===== src/rtl/lsu_pkg.sv =====
// Shared encodings for the load/store unit: funct3 widths, FSM states, access check.
package lsu_pkg;

  localparam int unsigned XLEN = 32;
  localparam int unsigned F3W  = 3;

  localparam logic [F3W-1:0] F3_B  = 3'b000;
  localparam logic [F3W-1:0] F3_H  = 3'b001;
  localparam logic [F3W-1:0] F3_W  = 3'b010;
  localparam logic [F3W-1:0] F3_BU = 3'b100;
  localparam logic [F3W-1:0] F3_HU = 3'b101;

  typedef enum logic [2:0] {
    ST_IDLE  = 3'd0,
    ST_READ  = 3'd1,
    ST_LATCH = 3'd2,
    ST_WRITE = 3'd3,
    ST_RESP  = 3'd4
  } state_t;

  // Illegal width code or address not aligned to the access width.
  function automatic logic access_err(input logic [F3W-1:0] f3, input logic [1:0] lane);
    logic err;
    case (f3)
      F3_B, F3_BU: err = 1'b0;
      F3_H, F3_HU: err = lane[0];
      F3_W:        err = (lane != 2'b00);
      default:     err = 1'b1;
    endcase
    return err;
  endfunction

endpackage


===== src/rtl/lsu_align.sv =====
// Byte-lane extraction/extension for loads and lane merge for sub-word stores.
module lsu_align
  import lsu_pkg::*;
(
  input  logic [F3W-1:0]  funct3,
  input  logic [1:0]      lane,
  input  logic [XLEN-1:0] load_word,
  input  logic [XLEN-1:0] base_word,
  input  logic [XLEN-1:0] wdata,
  output logic [XLEN-1:0] load_data,
  output logic [XLEN-1:0] store_word
);

  logic [4:0]  bshift;
  logic [7:0]  byte_sel;
  logic [15:0] half_sel;

  // Select the addressed lane and extend it to a full word.
  always_comb begin
    bshift   = {lane, 3'b000};
    byte_sel = load_word[bshift +: 8];
    half_sel = lane[1] ? load_word[31:16] : load_word[15:0];
    case (funct3)
      F3_B:    load_data = {{24{byte_sel[7]}}, byte_sel};
      F3_BU:   load_data = {24'h0, byte_sel};
      F3_H:    load_data = {{16{half_sel[15]}}, half_sel};
      F3_HU:   load_data = {16'h0, half_sel};
      F3_W:    load_data = load_word;
      default: load_data = '0;
    endcase
  end

  // Overlay the store data onto the addressed lane(s) of the old word.
  always_comb begin
    store_word = base_word;
    case (funct3)
      F3_B, F3_BU: store_word[bshift +: 8] = wdata[7:0];
      F3_H, F3_HU: begin
        if (lane[1]) store_word[31:16] = wdata[15:0];
        else         store_word[15:0]  = wdata[15:0];
      end
      default:     store_word = wdata;
    endcase
  end

endmodule


===== src/rtl/lsu.sv =====
// Load/store unit: one request at a time, read-modify-write for sub-word stores.
module lsu
  import lsu_pkg::*;
(
  input  logic            clk,
  input  logic            rst,
  input  logic            req_valid,
  output logic            req_ready,
  input  logic            req_we,
  input  logic [F3W-1:0]  req_funct3,
  input  logic [XLEN-1:0] req_addr,
  input  logic [XLEN-1:0] req_wdata,
  output logic            resp_valid,
  output logic [XLEN-1:0] resp_rdata,
  output logic            resp_err,
  output logic [XLEN-1:0] mem_addr,
  output logic [XLEN-1:0] mem_data,
  output logic            mem_we,
  input  logic [XLEN-1:0] mem_q
);

  state_t          state, state_nxt;
  logic            cap_we;
  logic [F3W-1:0]  cap_funct3;
  logic [XLEN-1:0] cap_addr;
  logic [XLEN-1:0] cap_wdata;
  logic [XLEN-1:0] rmw_word;
  logic [XLEN-1:0] load_data;
  logic [XLEN-1:0] store_word;
  logic            accept;
  logic            req_err;

  assign accept  = req_valid && (state == ST_IDLE);
  assign req_err = access_err(req_funct3, req_addr[1:0]);

  lsu_align u_align (
    .funct3     (cap_funct3),
    .lane       (cap_addr[1:0]),
    .load_word  (mem_q),
    .base_word  (rmw_word),
    .wdata      (cap_wdata),
    .load_data  (load_data),
    .store_word (store_word)
  );

  // State register.
  always_ff @(posedge clk or posedge rst) begin
    if (rst) state <= ST_IDLE;
    else     state <= state_nxt;
  end

  // Next-state: errors skip memory, SW writes directly, everything else reads first.
  always_comb begin
    state_nxt = state;
    case (state)
      ST_IDLE: begin
        if (accept) begin
          if (req_err)                         state_nxt = ST_RESP;
          else if (req_we && req_funct3 == F3_W) state_nxt = ST_WRITE;
          else                                 state_nxt = ST_READ;
        end
      end
      ST_READ:  state_nxt = ST_LATCH;
      ST_LATCH: state_nxt = cap_we ? ST_WRITE : ST_RESP;
      ST_WRITE: state_nxt = ST_RESP;
      ST_RESP:  state_nxt = ST_IDLE;
      default:  state_nxt = ST_IDLE;
    endcase
  end

  // Outputs decoded from the state register and captured request.
  always_comb begin
    req_ready  = (state == ST_IDLE);
    resp_valid = (state == ST_RESP);
    mem_addr   = '0;
    mem_data   = '0;
    mem_we     = 1'b0;
    if (state == ST_READ || state == ST_LATCH || state == ST_WRITE)
      mem_addr = {cap_addr[31:2], 2'b00};
    if (state == ST_WRITE) begin
      mem_we   = 1'b1;
      mem_data = store_word;
    end
  end

  // Request capture and old-word latch for read-modify-write.
  always_ff @(posedge clk or posedge rst) begin
    if (rst) begin
      cap_we     <= 1'b0;
      cap_funct3 <= '0;
      cap_addr   <= '0;
      cap_wdata  <= '0;
      rmw_word   <= '0;
    end else begin
      if (accept) begin
        cap_we     <= req_we;
        cap_funct3 <= req_funct3;
        cap_addr   <= req_addr;
        cap_wdata  <= req_wdata;
      end
      if (state == ST_LATCH) rmw_word <= mem_q;
    end
  end

  // Response registers, updated only on the edge that enters RESP.
  always_ff @(posedge clk or posedge rst) begin
    if (rst) begin
      resp_rdata <= '0;
      resp_err   <= 1'b0;
    end else if (state_nxt == ST_RESP && state != ST_RESP) begin
      resp_err   <= (state == ST_IDLE);
      resp_rdata <= (state == ST_LATCH && !cap_we) ? load_data : '0;
    end
  end

endmodule


===== config.mk =====
export PLATFORM = sky130hd
export DESIGN_NAME = lsu
export DESIGN_NICKNAME = d
export VERILOG_FILES = /design/src/rtl/lsu_pkg.sv /design/src/rtl/lsu_align.sv /design/src/rtl/lsu.sv
export SDC_FILE = /design/constraint.sdc
export NUM_CORES = 1
export LEC_CHECK = 0
export CAP_MARGIN = 30
export CORE_MARGIN = 5
export CORE_UTILIZATION = 27
export CTS_CLUSTER_DIAMETER = 80
export DETAILED_ROUTE_END_ITERATION = 8
export GPL_ROUTABILITY_DRIVEN = 0
export PLACE_DENSITY = 0.47
export SLEW_MARGIN = 25
export SYNTH_ARGS = -nofsm -noshare
export SYNTH_HDL_FRONTEND = slang
export SYNTH_SLANG_ARGS = --single-unit

===== constraint.sdc =====
create_clock -name clk -period 5.2 [get_ports clk]
set_clock_uncertainty 0.1 [all_clocks]
set_input_delay 0.78 -clock clk [delete_from_list [all_inputs] [get_ports clk]]
set_output_delay 0.78 -clock clk [all_outputs]
set_load 0.1 [all_outputs]

==> metrics, run 1 <==
Slew Viols, Final=0; Synth Warn #=0; post-synthesis cell area=a little under 0.007 mm^2; wire per inst=~21 um; antenna cell count=0; CP endpoint kind=output port; critical path launch point type=flip-flop; Buf+Inv Stages, Crit Path=4; Final Cell Area=slightly below 0.01 mm^2; Fin Setup TNS=0 ps; Worst path slowest cell=nor4b_2; family with the most delay on the worst path=simple AND/OR/NAND/NOR gates; DRC errors left=0; Rel. slew slack=between 30 and 40%; placed instance area=around 0.009 mm^2; DP Wirelength=approximately 17000 um; Worst Path Required=4320 ps; endpoints failing setup=0; # hold bufs at CTS=0; H-tree Lvls=4; Initial Utilization=between 20% and 30%; Worst-Skew Late Latency=roughly 420 ps; Final period util=approximately four fifths; global-route wire length before repair=between 30000 and 40000 um; Total GRT Usage=16.0%; Largest stage delay, worst path=a little over 700 ps; First-pass DRT Iterations=5; Max Buffers Root-to-Sink=2; # Post-CTS Setup Buffers=0; # Max-Cap Violations=0; Die H=around 170 um; initial DRC count=about 240; cts bufs inserted=17; Final Critical Period=roughly 4100 ps; initial antenna violation count=0; Synth cell types=about 50; crit path DAT=around 3200 ps; top post-synthesis cells by area=dfrtp_1 (51%), mux2_2 (17%), a221oi_1 (4.2%); Synth area leader=dfrtp_1; filler cell count=~2400; post-route ant nets=0; top cell type's share of synthesized area=50.6%; status=finished clean; cell total after placement=1050; Final WS setup=about 1100 ps; register bit total from synthesis=between 100 and 150; share of layout cells above drive strength 1=about a quarter; Area growth, synth to finish=43.2%; vias in the first global route=5823; top_reg_cell synth=dfrtp_1; Synth Instances=562; Clock Sink Count=136; mean post-synth cell area=about 12 um^2; crit-path cells=buf_4 -> inv_1 -> ha_1 -> clkinv_1 -> nor4b_2 -> a221oi_1 -> nor3_1 -> buf_4; register area share after synthesis=50.6%; Root Buffer=clkbuf_16; Vias=5404; die width=around 170 um; area of the core=~0.024 mm^2; Die ar.=~0.028 mm^2; Avg Vias per Cell=4.99; fin cells=~1100; EDFF count, synth=0; RSZ-0062 raised after global routing=no; CTS tree=yes; asr flop ratio synth=100%; largest net degree at the start of global routing=106; Hold Crit Class=reg2reg; critical path fanouts, max=33; WS Path Type=reg2out; Setup WS pre-CTS=roughly 1600 ps; num ports=203; final wirelength=between 20000 and 25000 um; Hold Vio Cnt, Final=0; clock transition at the registers of the reported paths=60 ps; final net count=roughly 850; Worst Tran Pin Value=between 1000 and 1500 ps; Port Buf Inserts=200; number of core rows=57; Max Freq=~240 MHz; Most Frequent Cell on Critical Path=buf_4; Gates resized, CTS repair=0; grt ovf=0
==> per-stage QoR <==
step / utilization, % / hold WS [ps]
after global placement: 36.9 / 366
after global routing: 39.4 / 404
after CTS: 39.4 / 384
after floorplan: - / 372
final: 39.4 / 377
after detailed placement: 36.9 / 369
==> cells in the mapped netlist (all sizes together), types with 5 or more instances <==
library cell / n
ha: 5
and2: 30
inv: 11
a221o: 17
nand2: 19
a222oi: 7
a221oi: 32
nor2: 25
nor3: 10
dfrtp: 136
a211o: 8
mux2: 102
clkbuf: 18
o21ai: 21
a21oi: 10
o22ai: 8
a22oi: 9
buf: 29
o2bb2ai: 15
mux2i: 11
==> metal layers <==
metal | part of all wire (%) | track usage (%) | vias up | wire length, um
li1 | - | - | 2505 | -
met1 | 46 | 22.0 | 2682 | 10400
met2 | 45 | 24.2 | 203 | 10200
met3 | 7.9 | 5.65 | 14 | 1790
met4 | 1.2 | 3.92 | 0 | 262
met5 | 0 | 0 | - | 0
==> flip-flops by register name, indices dropped and copies added (netlist names) <==
name / flops
cap_addr: 32
resp_err: 1
resp_rdata: 32
cap_wdata: 32
state: 3
rmw_word: 32
cap_we: 1
cap_funct3: 3
==> cells by family after synthesis <==
logic type	synth area share, %
buffers and inverters	3.88
and+or+nand+nor	9.41
muxes	19.0
other	0.0557
adders and majority gates	0.929
DFF	50.6
AOI/OAI and AO/OA	16.1
==> cell usage in the layout (no fill, tap or decap), drive strengths merged, types with 7 or more instances in the layout <==
cell type,instances
a21oi,10
nand2,19
mux2,102
mux2i,11
a22oi,9
a222oi,7
nor3,10
o2bb2ai,15
buf,44
a221oi,32
and2,30
dfrtp,136
clkdlybuf4s50,167
o22ai,8
nor2,25
clkbuf,17
inv,20
a221o,17
o21ai,21
a211o,8
==> final timing paths <==
check / from / endpoint / slack [ps] / cells past startpoint
max: cap_addr[1] / mem_data[8] / 1120 / 8
min: resp_err / resp_err / 380 / 1
max reg2reg: cap_funct3[1] / resp_rdata[19] / 2370 / 5
min reg2reg: resp_err / resp_err / 380 / 1
max in group asynchronous: rst / cap_addr[30] / 3200 / 3
min in group asynchronous: rst / cap_addr[10] / 740 / 2
==> cell type report <==
class / instances / area [um^2] / share of cell area (%)
sequential: 136 / 3400 / 35.3
multi-input combinational: 368 / 3080 / 32.0
timing repair buffer: 211 / 2100 / 21.8
clock buffer: 17 / 425 / 4.41
tap: 324 / 405 / 4.20
clock inverter: 15 / 174 / 1.80
inverter: 12 / 52.6 / 0.545
Power of run 1 is left out: the tool's default activity adds up to more than one toggle a clock period on the data nets, which glitch-free logic cannot reach.
==> run 2, diff against run 1 <==
==> constraint.sdc (replaced) <==
create_clock -name clk -period 4.2 [get_ports clk]
set_clock_uncertainty 0.1 [all_clocks]
set_input_delay 0.63 -clock clk [delete_from_list [all_inputs] [get_ports clk]]
set_output_delay 0.63 -clock clk [all_outputs]
set_load 0.1 [all_outputs]
==> run 2 against run 1 <==
  * Non-clock buffer count is 3 higher
  * Sequential cell count stayed put
  * Die area stayed put
  * Sequential share of layout area is 1.2 points lower
  * Final cell count is 0.28% higher
  * Via count is 1.3% higher
  * Critical endpoint is now mem_data[13]
==> metrics, run 2 (synthesized netlist as in run 1, its figures left out) <==
share of layout cells above drive strength 1=31.5% (+6.2 points); CP endpoint kind=output port; Die H=168 um (unchanged); Worst Tran Pin Value=1020 ps (+8.09 ps); Max Buffers Root-to-Sink=2 (unchanged); WL met2=10200 um (-0.12%); # hold bufs at CTS=0 (unchanged); Vias=5475 (+1.3%); DRC errors left=0 (unchanged); clock transition at the registers of the reported paths=60 ps (about the same); vias in the first global route=5784 (-0.67%); Slew Viols, Final=0 (unchanged); worst vdd ir=0.000688 V; storage element area=0.00340 mm^2 (unchanged); Clock Sink Count=136 (unchanged); number of core rows=57 (unchanged); critical path launch point type=flip-flop; largest net degree at the start of global routing=76 (-28%); Gates resized, CTS repair=0 (unchanged); H-tree Lvls=4 (unchanged); Total GRT Usage=16.4% (+0.44 points); RSZ-0062 raised after global routing=no; Fin Setup TNS=0 ps (unchanged); Multi-input gate area=0.00315 mm^2 (+2.1%); Final period util=88.4%; Rel. slew slack=32.0% (-0.54 points); die width=168 um (unchanged); Area growth, synth to finish=48.3%; leak pwr=0.00406 uW; Hold Crit Class=reg2reg; final core utilization=40.8% (+1.4 points); crit path DAT=2980 ps (-220 ps); Highest Signal Layer=met4; Initial Utilization=27.5% (unchanged); initial antenna violation count=0 (unchanged); Hold Vio Cnt, Final=0 (unchanged); Pwr per Cell Area=roughly 960 mW/mm^2; final net count=857 (+0.35%); met3 wire length=1860 um (+4.0%); grt ovf=0 (unchanged); wire per inst=21.3 um (+2.3%); critical path fanouts, max=11 (-67%); # Max-Cap Violations=0 (unchanged); antenna cell count=0 (unchanged); cts bufs inserted=17 (unchanged); num ports=203 (unchanged); area of the core=0.0245 mm^2 (unchanged); # Post-CTS Setup Buffers=0 (unchanged); crit-path cells=inv_1 -> ha_1 -> nor4b_2 -> a221oi_1 -> a211oi_2 -> buf_12; status=finished clean; Worst Path Required=3470 ps (-850 ps); commonest non-fill, non-tap cells in the layout=dfrtp_1 (136), clkdlybuf4s50_1 (136), mux2_2 (102); M1 WL=10900 um (+5.5%); Avg Vias per Cell=5.04 (+1.0%); Root Buffer=clkbuf_16; filler cell count=2312 (-2.4%); endpoints failing setup=0 (unchanged); Max Freq=approximately 270 MHz; Final Critical Period=~3700 ps; Die ar.=0.0282 mm^2 (unchanged); WS Path Type=reg2out; Final Cell Area=0.00998 mm^2 (+3.5%); First-pass DRT Iterations=8 (+3); CTS tree=yes; final wirelength=23200 um (+2.5%); Port Buf Inserts=200 (unchanged); Worst-Skew Late Latency=420 ps (about the same); initial DRC count=369 (+57%); Worst path slowest cell=nor4b_2; DP Wirelength=17100 um (+2.7%); placed instance area=0.00936 mm^2 (+3.6%); post-route ant nets=0 (unchanged); Largest stage delay, worst path=590 ps (-120 ps); global-route wire length before repair=36500 um (+2.8%)
-- run 2: cell types whose count changed in the layout (fill, tap and decap cells not counted), sizes merged --
cell and change:
clkinvlp +1, bufinv +2, clkdlybuf4s50 -31, inv -5, clkbuf +1, clkinv +1
buf +34
-- run 2: area by class of cell --
class / count / share of cell area (%)
flip-flops and latches: 136 / 34.1
clock inverters: 14 / 1.90
inverters: 12 / 0.489
multi-input cells: 368 / 31.5
repair buffers: 214 / 23.6
well taps: 324 / 4.06
clock buffers: 18 / 4.30
-- run 2: path summary, 6_finish.rpt --
path                                   from        endpoint  slack [ps]  cells past startpoint
worst max-delay path            cap_addr[0]    mem_data[13]         490                      6
worst max register to register     state[0]  resp_rdata[31]        1820                      5
max in group asynchronous               rst    cap_wdata[8]        2770                      3
worst min-delay path               resp_err        resp_err         400                      1
worst min register to register     resp_err        resp_err         400                      1
min in group asynchronous               rst          cap_we         490                      2
-- run 2: routing by layer --
layer | global-route usage (%) | vias to the layer above
met5 | 0 | -
met4 | 3.49 | 0
met3 | 5.21 | 15
met2 | 24.0 | 208
met1 | 23.9 | 2747
li1 | - | 2505
-- run 2: power breakdown --
part / switching [uW] / internal [uW]
Combinational: 3670 / 1790
Sequential: 589 / 1960
Clock: 643 / 953
-- run 2: critical path: cells and delay by family, from the launching register on --
kind	cells	cell delay (ps)
buf+inv	2	440
simple gates	1	590
flops	1	570
fa+ha+maj	1	390
compound gates	2	570
-- run 2: stage by stage --
stage               hold WS (ps)  total power, uW  cells  setup slack [ps]
floorplan                    372             6610    563              28.9
global placement             372             7950   1054              1010
detailed placement           385             8030   1054               911
CTS                          403             9670   1086               442
global route                 422            10100   1086               247
finish                       399             9600   1086               488
Note: power is estimated with default switching activity, not from simulation.
